==> config.mk <==
export PLATFORM = sky130hd
export DESIGN_NAME = digit_serial_add_ctrl
export DESIGN_NICKNAME = d
export VERILOG_FILES = /design/src/rtl/lab_pkg.sv /design/src/rtl/digit_serial_add_ctrl.sv
export SDC_FILE = /design/constraint.sdc
export NUM_CORES = 1
export LEC_CHECK = 0
export ABC_AREA = 1
export CORE_UTILIZATION = 45
export CTS_CLUSTER_DIAMETER = 150
export CTS_CLUSTER_SIZE = 40
export DETAILED_ROUTE_END_ITERATION = 12
export HOLD_SLACK_MARGIN = 0.15
export PLACE_DENSITY = 0.68
export SLEW_MARGIN = 0
export SYNTH_ARGS = -nofsm -noshare
export SYNTH_HDL_FRONTEND = slang
export SYNTH_SLANG_ARGS = --single-unit
==> constraint.sdc <==
create_clock -name clk -period 1.85 [get_ports clk]
set_clock_uncertainty 0.05 [all_clocks]
set_input_delay 0.185 -clock clk [delete_from_list [all_inputs] [get_ports clk]]
set_output_delay 0.185 -clock clk [all_outputs]
set_load 0.03 [all_outputs]
==> src/rtl/lab_pkg.sv <==
// Shared constants for the digit-serial adder sequencer.
//   DIGIT_W              width of one operand digit
//   IDLE/ADD/CARRY/DONE  sequencer state encoding
package lab_pkg;

  localparam int unsigned DIGIT_W = 2;

  localparam logic [1:0] IDLE  = 2'd0;
  localparam logic [1:0] ADD   = 2'd1;
  localparam logic [1:0] CARRY = 2'd2;
  localparam logic [1:0] DONE  = 2'd3;

endpackage

==> src/rtl/digit_serial_add_ctrl.sv <==
// Digit-serial sequencer computing a WIDTH-bit + WIDTH-bit unsigned sum with one
// external 2-bit adder. Each digit takes two cycles: ADD sums the operand digits,
// CARRY folds the stored carry into the partial digit.
// Ports:
//   clk, rst_n      clock (rising edge), asynchronous active-low reset
//   start, a, b     request and operands, accepted in IDLE or DONE
//   busy            high while in ADD or CARRY
//   done            one-cycle pulse, sum valid
//   sum             WIDTH+1-bit result (carry-out in MSB), held until next start
//   add_a, add_b    operands driven to the external 2-bit adder
//   add_s           combinational result returned by the adder
module digit_serial_add_ctrl
  import lab_pkg::*;
#(
  parameter int unsigned WIDTH = 8
) (
  input  logic             clk,
  input  logic             rst_n,
  input  logic             start,
  input  logic [WIDTH-1:0] a,
  input  logic [WIDTH-1:0] b,
  output logic             busy,
  output logic             done,
  output logic [WIDTH:0]   sum,
  output logic [1:0]       add_a,
  output logic [1:0]       add_b,
  input  logic [3:0]       add_s
);

  localparam int unsigned NDIG = WIDTH / 2;
  localparam int unsigned CntW = (NDIG > 1) ? $clog2(NDIG) : 1;

  if ((WIDTH % 2) != 0 || WIDTH < 2) begin : gen_width_check
    $error("digit_serial_add_ctrl: WIDTH must be even and >= 2");
  end

  logic [1:0]       state_q, state_d;
  logic [WIDTH-1:0] opa_q, opb_q, acc_q;
  logic [1:0]       part_q;
  logic             c1_q, cin_q;
  logic [CntW-1:0]  cnt_q;
  logic [WIDTH:0]   sum_q;

  logic [1:0]       digit;
  logic             cout;
  logic             last;
  logic [WIDTH-1:0] acc_next;
  logic             unused_add_s3;

  // Adder guarantees the top bit is zero for 2-bit operands.
  assign unused_add_s3 = add_s[3];

  assign digit = add_s[1:0];
  // c1 and the carry-phase carry are mutually exclusive, so OR is the true carry.
  assign cout  = c1_q | add_s[2];
  assign last  = (cnt_q == CntW'(NDIG - 1));
  // Shift the new digit in at the top; written as a shift so WIDTH=2 elaborates.
  assign acc_next = WIDTH'({digit, acc_q} >> DIGIT_W);

  always_comb begin
    add_a = 2'b00;
    add_b = 2'b00;
    unique case (state_q)
      ADD: begin
        add_a = opa_q[1:0];
        add_b = opb_q[1:0];
      end
      CARRY: begin
        add_a = part_q;
        add_b = {1'b0, cin_q};
      end
      default: ;
    endcase
  end

  always_comb begin
    state_d = state_q;
    unique case (state_q)
      IDLE:    if (start) state_d = ADD;
      ADD:     state_d = CARRY;
      CARRY:   state_d = last ? DONE : ADD;
      DONE:    state_d = start ? ADD : IDLE;
      default: state_d = IDLE;
    endcase
  end

  always_ff @(posedge clk or negedge rst_n) begin
    if (!rst_n) begin
      state_q <= IDLE;
      opa_q   <= '0;
      opb_q   <= '0;
      acc_q   <= '0;
      part_q  <= '0;
      c1_q    <= 1'b0;
      cin_q   <= 1'b0;
      cnt_q   <= '0;
      sum_q   <= '0;
    end else begin
      state_q <= state_d;
      unique case (state_q)
        IDLE, DONE: begin
          if (start) begin
            opa_q <= a;
            opb_q <= b;
            acc_q <= '0;
            cin_q <= 1'b0;
            cnt_q <= '0;
          end
        end
        ADD: begin
          part_q <= add_s[1:0];
          c1_q   <= add_s[2];
        end
        CARRY: begin
          cin_q <= cout;
          acc_q <= acc_next;
          opa_q <= opa_q >> DIGIT_W;
          opb_q <= opb_q >> DIGIT_W;
          cnt_q <= cnt_q + CntW'(1);
          if (last) sum_q <= {cout, acc_next};
        end
        default: ;
      endcase
    end
  end

  assign busy = (state_q == ADD) || (state_q == CARRY);
  assign done = (state_q == DONE);
  assign sum  = sum_q;

endmodule

==> flow_summary.toml, run 1 <==
[die]
chipHeight_um = 66.7
ioPinCount = 38
die_w_um = 66.7
num_rows = 23
core_area_um2 = 4000
start_util_pct = 47.1
die_area_um2 = 4450

[setup_path]
crit_family = "flip-flops"
path_class = "reg -> out"
regToRegSetupSlack_ns = 0.34
cp.arrival_ns = 1.55
crit_buf_inv = 2
rr_endpoint = "opb_q[3]"
setup.worst_path.end_class = "output port"
worstSetupStartpointType = "flop"
r2r-start = "state_q[1]"
cp_slowest_cell = "dfrtp_1"
slowest_delay_ns = 0.42
cp_data_required_time_ns = 1.62
ff2ff_path_depth = 7
critPathMaxFanout = 6
crit_chain = "inv_2 > ha_4 > nand2_4 > o21ai_2 > buf_4"

[power]
power.density_nw_per_um2 = 1580
p_leak_nw = 1.34
peakVddDrop_mv = 1.10
power_mw = 3.95

[placed_design]
gp_congestion = 0.729
portBuffers = 36
dp_hpwl_mm = 2.74

[drt]
drt_wl_total_mm = 4.21
m1WireLength_mm = 1.97
wl_per_cell_um = 12.5
wl_met3_um = 139
drt_iter0_markers = 92
ant_nets = 0
route.met2.wl_mm = 2.06
dr.max_layer_used = "met4"
remaining_drc_errors = 0
via_count = 1637
firstDrtPassIters = 4
vias_per_cell = 4.86

[global_routing]
grt_pass1_wl_mm = 6.96
grt_max_degree = 40
track_usage_pct = 21.0
grt_pass1_vias = 1518
grt-ovfl-total = 0
antenna_found_initial = 0

[sta]
rsz0062_at_grt = "false"
setup_viol = 0
slew_violations = 0
fin_crit_ns = 1.79
fin_crit_sh_pct = 96.7
clock.fmax_ghz = 0.559
relSlewSlack_pct = 66.6
finalHoldViolCount = 0
tightestPinTransition_ns = 0.500
fin_tns_setup_ns = 0

[yosys]
syn_avg_cell_area_um2 = 7.85
synth-seq-cells = 39
syn-num-nets = 269
synthesis.area_um2 = 1880
synth_cell_types = 19
synth_cells = 240
yosysSeqAreaShare_pct = 51.8
ys_warn_count = 0

[clocking]
cts.sinks = 39
numCtsBuffers = 5
htreeDepth = 2
clk_root_buffer_cell = "clkbuf_8"
clk_latency_ns = 0.29
clkSlewWorstSetupHoldPaths_ns = 0.08
clockBufferDepth = 2
cts_tree = "yes"

[worst_hold_path]
hp-class = "in -> reg"
hold_path_end = "opb_q[7]"
holdPathStages = 3
min_from = "b[7]"

[layout]
regArea_um2 = 977
drive_above_1_share_pct = 15.3
n_fill_cell = 368
area_delta_synth_final_pct = 33.1
multi_input_area_um2 = 862
final_nets = 315
n_antenna_cell = 0
postLayoutCoreUtil_pct = 62.7

[job]
max-cap-violations = 0

[run_status]
status = "complete, no violations"
[sequential cells by signal, indices dropped and copies added (netlist names)]
| signal | flops |
|---|---|
| acc_q | 6 |
| opa_q | 8 |
| state_q | 2 |
| part_q | 2 |
| c1_q | 1 |
| cin_q | 1 |
| cnt_q | 2 |
| sum | 9 |
| opb_q | 8 |
[cells in the final DEF, fill, tap and decap left out, types with 2 or more instances in the layout]
cell,Yosys,final
nand2_1,127,127
ha_1,6,3
o21ai_0,5,3
o21ai_2,0,2
clkbuf_8,0,5
nand3_1,29,29
buf_6,1,2
ha_4,0,3
nand4_1,4,4
nor2_1,3,2
nand2_4,1,2
inv_1,7,5
dfrtp_1,39,38
nor2_2,1,2
inv_2,2,3
nand2_2,3,2
clkdlybuf4s50_1,0,29
buf_4,4,15
[worst max-delay path by stage]
stage | cells after the start | start | slack, ns | endpoint
after floorplan | 5 | state_q[1] | -0.008 | add_a[0]
after global placement | 8 | state_q[0] | 0.18 | opa_q[4]
after detailed placement | 6 | state_q[0] | 0.16 | acc_q[6]
after CTS | 5 | state_q[1] | 0.02 | add_b[0]
after global routing | 5 | state_q[1] | 0.002 | add_a[0]
final | 5 | state_q[1] | 0.06 | add_a[0]
[power by group]
part	internal, mW	total [mW]	switching, mW	leakage [nW]
combinational	0.719	1.88	1.16	0.789
sequential	1.17	1.35	0.185	0.493
clock	0.402	0.726	0.324	0.0581
[synthesized netlist by cell type]
cell      number  area share [%]
a21oi_1        1            0.27
buf_2          4             1.1
buf_4          4             1.6
buf_6          1            0.60
clkbuf_1       1            0.20
clkinv_1       1            0.20
dfrtp_1       39              52
ha_1           6             4.0
inv_1          7             1.4
inv_2          2            0.40
nand2_1      127              25
nand2_2        3             1.0
nand2_4        1            0.60
nand3_1       29             7.7
nand4_1        4             1.3
nor2_1         3            0.60
nor2_2         1            0.33
o21ai_0        5             1.3
or2_2          1            0.33
[per-layer routing]
metal / vias to the layer above / global-route usage, %
li1: 839 / -
met1: 765 / 25.9
met2: 29 / 36.5
met3: 4 / 5.31
met4: 0 / 5.05
met5: - / 0
[stage by stage]
stage / cells / hold slack, ns / setup slack (ns) / area (um^2)
6_report: 337 / 0.395 / 0.0611 / 2510
5_1_grt: 337 / 0.419 / 0.00162 / 2510
4_1_cts: 336 / 0.397 / 0.0208 / 2480
3_5_place_dp: 325 / 0.217 / 0.162 / 2300
3_3_place_gp: 325 / 0.223 / 0.184 / 2300
2_1_floorplan: 240 / -0.161 / -0.00804 / 1890
[worst min-delay path: cells and delay by family]
| kind | cells | cell delay (ns) |
|---|---|---|
| and+or+nand+nor | 2 | 0.13 |
| buffers and inverters | 1 | 0.39 |
[timing repair]
action | CTS | global route
endpoints found under the hold margin | 39 | 0
setup endpoints to repair | 4 | 5
hold buffers | 1 | 0
buffers inserted | 2 | 1
pin swaps | 0 | 1
resized for setup | 7 | 8
[final cells by class]
| cell class | instances | area share, % |
|---|---|---|
| multi-input cells | 181 | 34.4 |
| clock inverters | 3 | 1.75 |
| flip-flops and latches | 39 | 39.0 |
| clock buffers | 5 | 2.74 |
| inverters | 10 | 1.60 |
| repair buffers | 49 | 18.1 |
| well taps | 50 | 2.50 |
[cell families after synthesis]
group,Yosys count,synth area share [%]
AO/OA/AOI/OAI,6,1.59
adder cells (fa/ha/maj),6,3.98
buffers and inverters,20,5.44
flip-flops,39,51.8
AND/OR/NAND/NOR,169,37.2
No activity file was read; power rests on OpenSTA's default activity.
==> inputs of run 2 (changes only) <==
Settings changed: GPL_ROUTABILITY_DRIVEN set to 0, SLEW_MARGIN 0 to not set.
==> results of run 2 <==
The final DEF is identical to that of run 1; final timing and power are the same.
